<file path="config.mk">
export PLATFORM = sky130hd
export DESIGN_NAME = ahbl_splitter
export DESIGN_NICKNAME = d
export VERILOG_FILES = /design/src/rtl/ahbl_splitter.sv
export SDC_FILE = /design/constraint.sdc
export NUM_CORES = 1
export LEC_CHECK = 0
export BUFFER_PORTS_ARGS = -buffer_cell sky130_fd_sc_hd__buf_2
export CAP_MARGIN = 20
export CORE_AREA = 8 8 77 79
export CTS_BUF_LIST = sky130_fd_sc_hd__clkbuf_16
export CTS_CLUSTER_SIZE = 40
export DETAILED_ROUTE_END_ITERATION = 16
export DIE_AREA = 0 0 85 87
export GPL_TIMING_DRIVEN = 0
export HOLD_SLACK_MARGIN = 0.12
export PLACE_DENSITY_LB_ADDON = 0.05
export SLEW_MARGIN = 10
export SYNTH_ARGS = -nofsm -noshare
export SYNTH_HDL_FRONTEND = slang
export SYNTH_SLANG_ARGS = --single-unit
</file>
<file path="constraint.sdc">
create_clock -name HCLK -period 3.8 [get_ports HCLK]
set_clock_uncertainty 0.2 [all_clocks]
set_input_delay 0.38 -clock HCLK [delete_from_list [all_inputs] [get_ports HCLK]]
set_output_delay 0.38 -clock HCLK [all_outputs]
set_load 0.03 [all_outputs]
</file>
<file path="src/rtl/ahbl_splitter.sv">
// AHB-Lite splitter: one master port fanned out to four page-decoded slaves,
// with a built-in default slave that answers unmapped active transfers with ERROR.
module ahbl_splitter #(
  parameter logic [7:0]  S0_PAGE   = 8'h40,
  parameter logic [7:0]  S1_PAGE   = 8'h41,
  parameter logic [7:0]  S2_PAGE   = 8'h42,
  parameter logic [7:0]  S3_PAGE   = 8'h43,
  parameter logic [31:0] DEF_RDATA = 32'hBADDBEEF
) (
  input  logic        HCLK,
  input  logic        HRESETn,
  input  logic [31:0] HADDR,
  input  logic [1:0]  HTRANS,
  output logic        HREADY,
  output logic [31:0] HRDATA,
  output logic        HRESP,
  output logic [3:0]  HSEL_S,
  input  logic [31:0] HRDATA_S0,
  input  logic [31:0] HRDATA_S1,
  input  logic [31:0] HRDATA_S2,
  input  logic [31:0] HRDATA_S3,
  input  logic [3:0]  HREADYOUT_S
);

  typedef enum logic [1:0] {IDLE, ERR1, ERR2} state_t;

  logic [7:0] page;
  logic [3:0] match;
  logic       def_active;
  logic [4:0] sel_d;
  state_t     state, state_nxt;
  logic       unused_bits;

  assign page        = HADDR[31:24];
  assign unused_bits = ^{HADDR[23:0], HTRANS[0]};

  // Priority decode keeps HSEL_S one-hot even if two pages are configured alike.
  always_comb begin
    match = 4'b0000;
    if (page == S0_PAGE)      match = 4'b0001;
    else if (page == S1_PAGE) match = 4'b0010;
    else if (page == S2_PAGE) match = 4'b0100;
    else if (page == S3_PAGE) match = 4'b1000;
  end

  assign HSEL_S     = match;
  assign def_active = (match == 4'b0000) && HTRANS[1];

  always_ff @(posedge HCLK or negedge HRESETn) begin
    if (!HRESETn)
      sel_d <= 5'b00000;
    else if (HREADY)
      sel_d <= {def_active, match};
  end

  always_ff @(posedge HCLK or negedge HRESETn) begin
    if (!HRESETn)
      state <= IDLE;
    else
      state <= state_nxt;
  end

  always_comb begin
    state_nxt = state;
    case (state)
      IDLE:    if (HREADY && def_active) state_nxt = ERR1;
      ERR1:    state_nxt = ERR2;
      ERR2:    state_nxt = (HREADY && def_active) ? ERR1 : IDLE;
      default: state_nxt = IDLE;
    endcase
  end

  // With nothing selected (after reset or idle to an unmapped page) the bus reads as zero-wait OKAY.
  always_comb begin
    HREADY = 1'b1;
    HRESP  = 1'b0;
    HRDATA = 32'h0;
    if (sel_d[4]) begin
      HREADY = (state != ERR1);
      HRESP  = (state == ERR1) || (state == ERR2);
      HRDATA = DEF_RDATA;
    end else if (sel_d[0]) begin
      HREADY = HREADYOUT_S[0];
      HRDATA = HRDATA_S0;
    end else if (sel_d[1]) begin
      HREADY = HREADYOUT_S[1];
      HRDATA = HRDATA_S1;
    end else if (sel_d[2]) begin
      HREADY = HREADYOUT_S[2];
      HRDATA = HRDATA_S2;
    end else if (sel_d[3]) begin
      HREADY = HREADYOUT_S[3];
      HRDATA = HRDATA_S3;
    end
  end

endmodule
</file>
==> impl_metrics.tcl, run 1 <==
set metrics [dict create \
    outcome "finished, final reports clean" \
    dr.pass1.iters 5 \
    ff_latch_area_sq_um 175 \
    clock_latency_ns 0.23 \
    cts_buffers 3 \
    areaGrowthSynthToFinish_pct 67.4 \
    synth_top_area_cell "a211o_1" \
    coreArea_sq_um 4850 \
    drc 0 \
    drv_cap 0 \
    synth_cell_types 30 \
    max_freq_ghz 0.404 \
    track_usage_pct 20.5 \
    design_area_sq_um 2630 \
    async_reset_ff_share_pct 100 \
    seq_area_frac_synth_pct 11.1 \
    die_area_sq_um 7400 \
    cp_max_fo 10 \
    final.fill_count 523 \
    grt_max_degree 11 \
    place_hpwl_um 6570 \
    min_path_type "primary input to async pin" \
    crit_top_cell "buf_2" \
    end_kind "output pin" \
    powerDensity_nw_per_um2 362 \
    finalSetupTns_ns 0 \
    r2r_slack_ns 2.01 \
    grt_first_pass_wirelength_um 12400 \
    ys_warn_count 0 \
    routed_via_density 5.40 \
    cts_buffer_depth 2 \
    synth_nets 380 \
    critPathKind "register to output pin" \
    overflow 0 \
    ir_drop_uv 245 \
    fin_crit_sh_pct 65.2 \
    synth_cells 207 \
    worstPathRequired_ns 3.22 \
    multi_input_comb_area_sq_um 1230 \
    final_core_util_pct 54.3 \
    fin_crit_ns 2.48 \
    core.rowCount 26 \
    crit_chain "buf_6, nor2b_2, buf_2, a221oi_1, a211o_1, a21oi_1, buf_2" \
    first_global_vias 2495 \
    netlist_area_sq_um 1570 \
    initial_core_util_pct 32.4 \
    die_w_um 85 \
    synth_edf_count 0 \
    final_antenna_net_count 0 \
    report.final.slew_viol_count 0 \
    cts_tree "done" \
    ioPinCount 206 \
    drive_above_1_share_pct 52.0 \
    cts_max_level 1 \
    clk_pin_slew_ns 0.04 \
    cts_resized 0 \
    wl_per_cell_um 18.2 \
    cpPeakStageDelay_ns 0.36 \
    synth_area_leaders "a211o_1 (18%), a221oi_1 (18%), dfrtp_1 (11%)" \
    arrival_ns 1.90 \
    slew_headroom_pct 65.8 \
    setup_violations 0 \
    drt-total-wl_um 8160 \
    postCtsHoldBufs 1 \
    dp_slack_ns 1.56 \
    critPathLaunchType "register" \
    worst_pin_slew_ns 0.514 \
    synth_top_area_share_pct 17.8 \
    leakagePower_nw 1.47 \
    placed_cell_area_sq_um 2540 \
    vias 2419 \
    gp_congestion 0.853 \
    rsz0062_at_grt "no" \
    nets 566 \
    ys.flop_type "dfrtp_1" \
    cts.sinks 7 \
    hold_viol_final 0 \
    ys_ff_latch 7 \
    die_h_um 87 \
    setup_ws_ns 1.32 \
    cpMaxStageDelayCell "dfrtp_1" \
    io_buffers 180 \
    clockRootBuffer "clkbuf_16" \
    diodes 0 \
    drt-initial-drc-count 80 \
    postCtsSetupRepairBufs 0 \
    postSynthAreaPerCell_sq_um 7.60 \
    antenna_found_initial 0 \
]
report_power, final:
group	switching (mW)	internal, mW
clock network	0.0394	0.137
registers	0.0115	0.0888
logic	0.435	0.240
cells in the mapped netlist (2+ instances only):
cell type,n
inv_1,12
clkbuf_1,12
ha_1,5
mux2_1,5
nor3_1,25
a221oi_1,32
dfrtp_1,7
a21oi_1,8
buf_2,11
and4_1,2
nor3b_1,3
a31oi_1,2
a211o_1,32
nor2b_1,27
nand2_1,9
placed cells by master (no fill, tap or decap), drive strengths merged, types with 2 or more instances in the layout:
master	count
dfrtp	7
inv	13
mux2	5
nand2	10
a221oi	32
a211o	32
a21oi	9
nor2b	29
clkbuf	15
and4	2
ha	5
o31ai	2
nor3	25
nor3b	4
a31oi	2
buf	193
worst paths after layout:
check                          from    endpoint  depth (start not counted)
setup / recovery           sel_d[2]  HRDATA[17]                          7
hold / removal              HRESETn    state[1]                          2
setup reg to reg           state[1]    sel_d[0]                          5
hold reg to reg            state[1]    state[1]                          1
max in group asynchronous   HRESETn    sel_d[3]                          2
min in group HCLK          state[1]    state[1]                          1
state kept, by name, indices dropped and copies added (netlist names):
signal / cells
sel_d: 5
state: 2
area by class of cell:
class	count	share of cell area, %
Sequential cell	7	6.65
Tap cell	56	2.66
Clock buffer	3	2.85
Buffer	25	4.52
Multi-Input combinational cell	163	46.9
Timing Repair Buffer	181	34.6
Clock inverter	1	0.143
Inverter	12	1.71
worst max-delay path, delay by kind of cell (launching register included):
kind / cells / cell delay, ns
AOI/OAI and AO/OA: 3 / 0.54
DFF: 1 / 0.36
and+or+nand+nor: 1 / 0.16
buffers and inverters: 3 / 0.62
logic make-up (layout without fill, tap and decap cells):
group	after synthesis	after routing	synth area share (%)
AO/OA/AOI/OAI	80	80	43.3
flip-flops	7	7	11.1
buffers and inverters	37	222	10.4
adder cells (fa/ha/maj)	5	5	3.98
multiplexers	5	5	3.58
AND/OR/NAND/NOR	73	73	27.6
routing by layer:
layer  track usage [%]  part of all wire [%]
met1              23.3                    40
met2              36.3                    50
met3              5.28                   8.1
met4              6.96                   1.9
met5                 0                     0
per-stage QoR:
step | instances | hold WS [ns] | total power [mW]
floorplan | 207 | -0.116 | 0.548
global placement | 443 | 0.0229 | 0.775
detailed placement | 443 | 0.0219 | 0.777
CTS | 448 | 0.318 | 0.963
global route | 448 | 0.325 | 1.01
finish | 448 | 0.313 | 0.952
Power figures use the tool's default switching activity.
==> run 2: changes to the inputs <==
- CORE_AREA: 8 8 77 79 -> 8 8 83 85
- DIE_AREA: 0 0 85 87 -> 0 0 91 93
- clock period: 3.8 -> 2.1 ns (I/O delays scaled with it)
==> impl_metrics.tcl, run 2 (same netlist as run 1, synthesis figures left out) <==
set metrics [dict create \
    diodes 0 \
    total_power_mw 1.83 \
    die_h_um 93 \
    crit_chain "buf_6, clkbuf_8, a221oi_4, nor3_2, a211o_1, buf_4" \
    fin_hold_ws_ns 0.144 \
    antenna_found_initial 0 \
    wl_per_cell_um 18.9 \
    r2r-start "sel_d[2]" \
    grt_first_pass_wirelength_um 14200 \
    cts.sinks 7 \
    setup_violations 18 \
    ioPinCount 206 \
    top_register "sel_d" \
    min_path_type "primary input to async pin" \
    overflow 0 \
    end_kind "output pin" \
    ff_latch_area_sq_um 176 \
    powerDensity_nw_per_um2 591 \
    cp_max_fo 10 \
    cts_buffer_depth 2 \
    final_antenna_net_count 0 \
    cts_max_level 1 \
    clk_pin_slew_ns 0.04 \
    leakagePower_nw 1.66 \
    layout_commonest_cell "buf_2" \
    gp_congestion 0.906 \
    ff2ff_path_depth 6 \
    multi_input_comb_area_sq_um 1460 \
    r2r_slack_ns 0.26 \
    drt-total-wl_um 8970 \
    violations "setup timing" \
    outcome "finished, violations left" \
    first_global_vias 2792 \
    drc 0 \
    cpPeakStageDelay_ns 0.36 \
    fin_crit_ns 2.16 \
    arrival_ns 1.75 \
    cts_buffers 3 \
    report.final.slew_viol_count 0 \
    rsz0062_at_grt "yes" \
    largest_reg_flops 5 \
    core.rowCount 28 \
    nets 574 \
    cpMaxStageDelayCell "dfrtp_1" \
    place_hpwl_um 7060 \
    ir_drop_uv 423 \
    layoutNonFillerInstCount 475 \
    dp_cells 462 \
    critPathKind "register to output pin" \
    hold_viol_final 0 \
    die_area_sq_um 8460 \
    die_w_um 91 \
    startpoint "sel_d[2]" \
    dr.pass1.iters 4 \
    r2r_end "state[1]" \
    grt_max_degree 11 \
    endpoint "HRDATA[11]" \
    fin_crit_sh_pct 103 \
    io_buffers 180 \
    worst_pin_slew_ns 0.503 \
    areaGrowthSynthToFinish_pct 97.4 \
    clock_latency_ns 0.23 \
    drv_cap 0 \
    path_depth 6 \
    reg_top3 "sel_d: 5 flops, state: 2 flops" \
    max_freq_ghz 0.463 \
    setup_ws_ns -0.0585 \
    slew_headroom_pct 66.5 \
    coreArea_sq_um 5680 \
    track_usage_pct 20.5 \
    final.fill_count 602 \
    critPathLaunchType "register" \
    finalSetupTns_ns -0.475 \
    worstPathRequired_ns 1.69 \
    drt-initial-drc-count 72 \
    initial_core_util_pct 27.7 \
    vias 2505 \
    cts_tree "done" \
    crit_buf_inv 3 \
    clockRootBuffer "clkbuf_16" \
    routed_via_density 5.27 \
    final_core_util_pct 54.7 \
    drive_above_1_share_pct 63.5 \
    path_delay_family "compound AO/OA/AOI/OAI gates" \
    layout_common_cells "buf_2 (156), a211o_1 (32), buf_4 (31), nor2b_1 (27), a221oi_2 (24)" \
]
==> run 2: cell types whose count changed in the layout (fill, tap and decap cells not counted), moves of 2 or more <==
cell / before / now
nor3_2: 0 / 4
buf_2: 191 / 156
a21oi_1: 8 / 5
clkbuf_1: 12 / 4
a221oi_1: 32 / 6
buf_4: 1 / 31
clkbuf_4: 0 / 3
clkbuf_8: 0 / 2
a221oi_2: 0 / 24
buf_6: 1 / 13
a221oi_4: 0 / 2
a21oi_2: 1 / 4
clkbuf_2: 0 / 4
nor3_1: 25 / 21
==> run 2: metrics by stage <==
step,area (sq um),setup WS (ns)
6_report,3100,-0.0585
5_1_grt,3100,-0.150
4_1_cts,3030,-0.0426
3_5_place_dp,2570,-0.0238
3_3_place_gp,2570,-0.0534
2_1_floorplan,1570,0.0207
==> run 2: how the worst min path moves through the flow <==
stage,depth (start not counted),to,startpoint
2_1_floorplan,0,sel_d[0],HRESETn
3_3_place_gp,1,state[0],HRESETn
3_5_place_dp,1,sel_d[2],HRESETn
4_1_cts,2,sel_d[2],HRESETn
5_1_grt,2,state[1],HRESETn
6_report,2,sel_d[2],HRESETn
==> run 2: final cells by class <==
type | count | share of cell area (%)
inverters | 12 | 1.45
repair buffers | 189 | 33.8
clock inverters | 1 | 0.121
plain buffers | 25 | 6.65
multi-input cells | 163 | 46.9
clock buffers | 3 | 2.42
well taps | 75 | 3.02
flip-flops and latches | 7 | 5.68
==> run 2: timing repair <==
action                                  CTS  global route
hold endpoints to repair                  7             0
endpoints found under the setup margin   32            34
resized for setup                        86            16
setup buffers                             5             2
pin swaps                                17             4
hold buffers                              1             0
gates cloned                              1             0
==> run 2: routing by layer <==
| metal | track usage, % | vias to the layer above | part of all wire (%) |
|---|---|---|---|
| met5 | 0 | - | 0 |
| met4 | 5.59 | 0 | 1.8 |
| met3 | 5.61 | 13 | 8.1 |
| met2 | 37.8 | 126 | 50 |
| met1 | 22.5 | 1163 | 40 |
| li1 | - | 1203 | - |
==> run 2: power breakdown <==
part / internal (mW) / leakage (nW) / total [mW] / switching, mW
registers: 0.161 / 0.0912 / 0.184 / 0.0236
clock network: 0.248 / 0.0423 / 0.324 / 0.0764
logic: 0.515 / 1.53 / 1.33 / 0.811
